==> src/rtl/mux_pkg.sv <==
// Shared definitions for the channel scan multiplexer: mode encodings and clog2.
// Optional sel_err output is enabled by CHANNEL_SCAN_MUX_SEL_ERR_EN (see channel_scan_mux).
package mux_pkg;

  typedef enum logic {
    MODE_MANUAL = 1'b0,
    MODE_SCAN   = 1'b1
  } mode_e;

  localparam int DWELL_CNT_W = 8;

  // Ceiling log2, never below 1 so a select port always has at least one bit.
  function automatic int clog2(input int n);
    int r;
    r = 1;
    for (int i = 1; i < 31; i++) begin
      if ((1 << i) < n) r = i + 1;
    end
    return r;
  endfunction

endpackage

==> src/rtl/scan_ptr.sv <==
// Dwell counter and rotating next-enabled-channel search used by the auto-scan mode.
// The caller owns cur_ch; this block only says when to move and where to.
module scan_ptr
  import mux_pkg::*;
#(
  parameter int N_CH  = 4,
  parameter int DWELL = 4,
  parameter int SEL_W = 2
) (
  input  logic             clk,
  input  logic             rst_n,
  input  logic             run,
  input  logic             clr,
  input  logic [N_CH-1:0]  ch_en,
  input  logic [SEL_W-1:0] cur_ch,
  output logic             adv,
  output logic [SEL_W-1:0] next_ch
);

  localparam int SLOTS = 1 << SEL_W;
  localparam logic [SEL_W:0] N_CH_W = (SEL_W + 1)'(N_CH);
  localparam logic [DWELL_CNT_W-1:0] DWELL_LAST = DWELL_CNT_W'(DWELL - 1);

  logic [SLOTS-1:0]       en_pad;
  logic [SEL_W:0]         rot_sum [N_CH];
  logic [SEL_W-1:0]       rot_idx [N_CH];
  logic [N_CH-1:0]        rot_en;
  logic [DWELL_CNT_W-1:0] dwell_reg;
  logic [DWELL_CNT_W-1:0] dwell_next;
  logic                   cur_en;
  logic                   any_en;
  logic                   expired;

  genvar gi;
  generate
    for (gi = 0; gi < SLOTS; gi++) begin : g_pad
      if (gi < N_CH) begin : g_real
        assign en_pad[gi] = ch_en[gi];
      end else begin : g_fill
        assign en_pad[gi] = 1'b0;
      end
    end

    // Slot gi is the channel gi+1 places above cur_ch; the last slot wraps back to cur_ch.
    for (gi = 0; gi < N_CH; gi++) begin : g_rot
      assign rot_sum[gi] = {1'b0, cur_ch} + (SEL_W + 1)'(gi + 1);
      assign rot_idx[gi] = (rot_sum[gi] >= N_CH_W) ? SEL_W'(rot_sum[gi] - N_CH_W)
                                                   : SEL_W'(rot_sum[gi]);
      assign rot_en[gi]  = en_pad[rot_idx[gi]];
    end
  endgenerate

  always_comb begin
    next_ch = cur_ch;
    for (int i = N_CH - 1; i >= 0; i--) begin
      if (rot_en[i]) next_ch = rot_idx[i];
    end
  end

  assign cur_en  = en_pad[cur_ch];
  assign any_en  = |ch_en;
  assign expired = (dwell_reg == DWELL_LAST);
  assign adv     = run && any_en && (!cur_en || expired);

  always_comb begin
    dwell_next = dwell_reg;
    if (clr) begin
      dwell_next = '0;
    end else if (run && any_en) begin
      if (adv) dwell_next = '0;
      else     dwell_next = dwell_reg + 1'b1;
    end
  end

  always_ff @(posedge clk) begin
    if (!rst_n) dwell_reg <= '0;
    else        dwell_reg <= dwell_next;
  end

endmodule

==> src/rtl/channel_scan_mux.sv <==
// Registered N-channel mux with manual select or dwell-timed auto-scan over enabled channels.
// Define CHANNEL_SCAN_MUX_SEL_ERR_EN to add the sticky sel_err output.
module channel_scan_mux
  import mux_pkg::*;
#(
  parameter  int N_CH   = 4,
  parameter  int DATA_W = 8,
  parameter  int DWELL  = 4,
  localparam int SEL_W  = clog2(N_CH)
) (
  input  logic                     clk,
  input  logic                     rst_n,
  input  logic [N_CH*DATA_W-1:0]   din,
  input  logic [SEL_W-1:0]         sel,
  input  logic                     mode,
  input  logic [N_CH-1:0]          ch_en,
  input  logic                     hold,
  output logic [DATA_W-1:0]        dout,
  output logic [SEL_W-1:0]         cur_ch,
  output logic                     dout_valid
`ifdef CHANNEL_SCAN_MUX_SEL_ERR_EN
  ,
  output logic                     sel_err
`endif
);

  localparam int SLOTS = 1 << SEL_W;
  localparam logic [SEL_W:0] N_CH_W = (SEL_W + 1)'(N_CH);

  logic [DATA_W-1:0] ch_data [SLOTS];
  logic [SLOTS-1:0]  en_pad;
  logic [SEL_W-1:0]  cur_ch_reg;
  logic [SEL_W-1:0]  cur_ch_next;
  logic [DATA_W-1:0] dout_reg;
  logic              dout_valid_reg;
  logic              is_manual;
  logic              sel_ok;
  logic              adv;
  logic [SEL_W-1:0]  next_ch;

  genvar gi;
  generate
    for (gi = 0; gi < SLOTS; gi++) begin : g_unpack
      if (gi < N_CH) begin : g_real
        assign ch_data[gi] = din[gi*DATA_W +: DATA_W];
        assign en_pad[gi]  = ch_en[gi];
      end else begin : g_fill
        assign ch_data[gi] = '0;
        assign en_pad[gi]  = 1'b0;
      end
    end
  endgenerate

  assign is_manual = (mode_e'(mode) == MODE_MANUAL);
  assign sel_ok    = ({1'b0, sel} < N_CH_W);

  // Manual mode keeps the dwell counter cleared, so any mode change starts a fresh dwell.
  scan_ptr #(
    .N_CH  (N_CH),
    .DWELL (DWELL),
    .SEL_W (SEL_W)
  ) u_scan_ptr (
    .clk     (clk),
    .rst_n   (rst_n),
    .run     (!hold && !is_manual),
    .clr     (!hold && is_manual),
    .ch_en   (ch_en),
    .cur_ch  (cur_ch_reg),
    .adv     (adv),
    .next_ch (next_ch)
  );

  always_comb begin
    cur_ch_next = cur_ch_reg;
    if (!hold) begin
      if (is_manual) begin
        if (sel_ok) cur_ch_next = sel;
      end else if (adv) begin
        cur_ch_next = next_ch;
      end
    end
  end

  // dout/dout_valid sample the pre-update cur_ch, giving the one-cycle lag behind cur_ch.
  always_ff @(posedge clk) begin
    if (!rst_n) begin
      cur_ch_reg     <= '0;
      dout_reg       <= '0;
      dout_valid_reg <= 1'b0;
    end else begin
      cur_ch_reg     <= cur_ch_next;
      dout_reg       <= ch_data[cur_ch_reg];
      dout_valid_reg <= en_pad[cur_ch_reg];
    end
  end

  assign cur_ch     = cur_ch_reg;
  assign dout       = dout_reg;
  assign dout_valid = dout_valid_reg;

`ifdef CHANNEL_SCAN_MUX_SEL_ERR_EN
  logic sel_err_reg;

  always_ff @(posedge clk) begin
    if (!rst_n)                   sel_err_reg <= 1'b0;
    else if (is_manual && !sel_ok) sel_err_reg <= 1'b1;
  end

  assign sel_err = sel_err_reg;
`else
  // Out-of-range manual selects are simply ignored.
`endif

endmodule

==> config.mk <==
export PLATFORM = sky130hd
export DESIGN_NAME = channel_scan_mux
export DESIGN_NICKNAME = d
export VERILOG_FILES = /design/src/rtl/mux_pkg.sv /design/src/rtl/scan_ptr.sv /design/src/rtl/channel_scan_mux.sv
export SDC_FILE = /design/constraint.sdc
export NUM_CORES = 1
export LEC_CHECK = 0
export BUFFER_PORTS_ARGS = -buffer_cell sky130_fd_sc_hd__buf_4
export CORE_MARGIN = 2
export CORE_UTILIZATION = 41
export DETAILED_ROUTE_END_ITERATION = 10
export PLACE_DENSITY = 0.75
export SLEW_MARGIN = 20
export SYNTH_ARGS = -nofsm -noshare
export SYNTH_HDL_FRONTEND = slang
export SYNTH_SLANG_ARGS = --single-unit
export TNS_END_PERCENT = 5
==> constraint.sdc <==
create_clock -name clk -period 2 [get_ports clk]
set_clock_uncertainty 0.1 [all_clocks]
set_input_delay 0.2 -clock clk [delete_from_list [all_inputs] [get_ports clk]]
set_output_delay 0.2 -clock clk [all_outputs]
set_load 0.02 [all_outputs]
==> results.tsv <==
stage	metric	value	unit
outcome	status	finished clean	
timing	final setup margin	0.0179	ns
route	Detail Route Antenna Nets	0	
timing	Final setup viols	0	
timing	minimum clock period	1.98	ns
clocking	setup bufs post-CTS	0	
synth	Post-synth top flop	dfxtp_1	
final_layout	Nets	208	
floorplanning	die area	3210	um2
floorplanning	Die W	56.7	um
global_routing	gr usage total	18.6	%
critical_path	crit-path max cell delay	0.47	ns
final_layout	most frequent cells in the layout	61 x buf_4, 17 x dfxtp_1, 9 x and2_1	
critical_path	Worst setup EP type	register	
synth	Seq/Total Area, Yosys	33.4	%
critical_path	crit path DAT	2.09	ns
timing	Slew Viols, Final	0	
clocking	clock root buffer	clkbuf_4	
critical_path	cell with the largest stage delay on the worst path	or4b_4	
final_layout	share of layout cells above drive strength 1	52.4	%
route	drt wl/cell	14.2	um
job	maxcap violations	0	
power	static leakage	0.681	nW
route	vias post-DR	1056	
clocking	Clock Latency Late Sink	0.30	ns
timing	Fin. Hold Viols	0	
clocking	H-tree depth	1	
timing	Final period util	99.1	%
floorplanning	IO Count	53	
timing	worst-margin pin slew	0.347	ns
synth	Post-Syn Nets	148	
global_routing	initial antenna violation count	0	
timing	Slew HR	76.6	%
global_routing	global-route wire length before repair	4710	um
global_routing	GRT Max-Usage Layer	met2	
synth	mean post-synth cell area	10.8	um2
floorplanning	die height	56.7	um
floorplanning	Core Region	2690	um2
global_routing	GRT met2 Usage	34.1	%
critical_path	CP startpoint kind	register	
clocking	maximum buffer depth of the clock tree	2	
global_routing	largest net degree at the start of global routing	15	
power	maximum vdd drop	0.520	mV
place	PortBufs	52	
synth	Synth Cell Area	1140	um2
timing	Peak Freq	505	MHz
route	Detailed Route WL	2770	um
critical_path	CP Data Required Time	2.11	ns
global_routing	GR Util met1	21.8	%
clocking	CTS Buf Count	3	
route	vias per cell	5.42	
global_routing	vias in the first global route	1071	
hold_path	Hold WC Path Type	input pin to register	
critical_path	CP cell instances	ha_4, or4b_4, o41ai_4, o2bb2ai_2, o2111ai_2, a32o_2	
final_layout	FF/Latch Area	383	um2
synth	synthesis-stage register bit count	19	
clocking	CTS sink count	19	
final_layout	Final Non-Filler Cells	195	
final_layout	Final Cell Area	1630	um2
place	Cell Area, Placed	1600	um2
synth	synth unique cells	40	
critical_path	critical path peak fanout	3	
place	Post-Place Cells	191	
clocking	Reg clk slew, reported paths	0.11	ns
synth	Post-synth EDFFs	0	
place	Placement Setup Slack	-0.0598	ns
clocking	TritonCTS clock tree	built	
global_routing	met3 usage	1.61	%
final_layout	area delta synth->final	43.4	%
critical_path	Crit Path Category	register to register	
final_layout	fillers	228	
timing	TNS Setup	0	ns
route	DRC violations left	0	
route	Pre-Repair DR Iteration Count	5	
floorplanning	Initial Utilization	42.4	%
timing	Hold Slack	0.0840	ns
global_routing	global route total overflow	0	
final_layout	ANT cells	0	
timing	RSZ-0062 raised after global routing	true	
final_layout	area of the multi-input gates	722	um2
place	gpl congestion	0.805	
route	First DRT Iteration DRCs	18	
synth	Cells after Synth	105	
synth	Post-synth ARST share	0	%
floorplanning	Placement Rows	19	
final_layout	commonest non-fill, non-tap cell in the layout	buf_4	
place	hpwl dp	2280	um
synth	yosys warns	0	
power	power density over cell area	571	nW/um2
worst max-delay path: cells and delay by family (launching register included):
kind                     cells  cell delay, ns
AO/OA/AOI/OAI                4            0.81
adder cells (fa/ha/maj)      1            0.13
flip-flops                   1            0.37
AND/OR/NAND/NOR              1            0.47
per-stage QoR:
| step | util, % | power [mW] |
|---|---|---|
| after floorplan | - | 0.611 |
| after global placement | 59.5 | 0.735 |
| after detailed placement | 59.5 | 0.742 |
| after CTS | 60.5 | 0.938 |
| after global routing | 60.8 | 0.976 |
| final | 60.8 | 0.932 |
cell usage after synthesis (2+ instances only):
master,n,area (um2)
clkbuf_8,2,27.5
a21oi_1,3,15.0
dfxtp_1,19,380
nand3_1,3,15.0
nand4_1,3,18.8
nor2b_1,2,12.5
xor2_1,3,26.3
o21ai_0,6,30.0
nand2_1,6,22.5
mux4_2,8,180
nor3_1,3,15.0
nor2_1,7,26.3
and2_1,9,56.3
clkbuf_1,2,7.51
nor3b_1,4,30.0
power breakdown:
group	internal, mW	leakage, nW	total, mW	switching (mW)
Sequential	0.404	0.157	0.417	0.0136
Clock	0.0746	0.0177	0.200	0.125
Combinational	0.185	0.506	0.315	0.130
Total	0.663	0.681	0.932	0.269
cell families (layout without fill, tap and decap cells):
| group | after synthesis | in the layout | share of synthesized area, % |
|---|---|---|---|
| AND/OR/NAND/NOR | 44 | 44 | 22.5 |
| AO/OA/AOI/OAI | 19 | 19 | 13.8 |
| flip-flops | 19 | 19 | 33.4 |
| multiplexers | 11 | 11 | 21.2 |
| buffers and inverters | 7 | 66 | 4.83 |
| XOR/XNOR | 4 | 4 | 3.08 |
| adder cells (fa/ha/maj) | 1 | 1 | 1.10 |
metal layers:
| layer | part of all wire [%] | routed length (um) |
|---|---|---|
| met1 | 38 | 1060 |
| met2 | 56 | 1560 |
| met3 | 3.3 | 90 |
| met4 | 2.0 | 56 |
| met5 | 0 | 0 |
cell type report:
type	count	share of cell area [%]
clock buffer	3	1.38
clock inverter	1	0.307
inverter	1	0.230
multi-input combinational	79	44.2
sequential	19	23.4
tap	31	2.38
timing repair buffer	61	28.0
path summary, 6_finish.rpt:
path,slack (ns),cells past startpoint,start,endpoint
max,0.02,6,u_scan_ptr.dwell_reg[1]$_SDFFE_PP0P_,cur_ch[0]$_SDFFE_PN0P_
min,0.08,3,sel[1],cur_ch[1]$_SDFFE_PN0P_
max reg2reg,0.02,6,u_scan_ptr.dwell_reg[1]$_SDFFE_PP0P_,cur_ch[0]$_SDFFE_PN0P_
min reg2reg,0.45,2,u_scan_ptr.dwell_reg[6]$_SDFFE_PP0P_,u_scan_ptr.dwell_reg[6]$_SDFFE_PP0P_
repair_timing:
item                       4_1_cts  5_1_grt
resized for setup                0        1
setup endpoints to repair        1        1
hold buffers                     0        0
pin swaps                        2        0
Power figures use the tool's default switching activity.
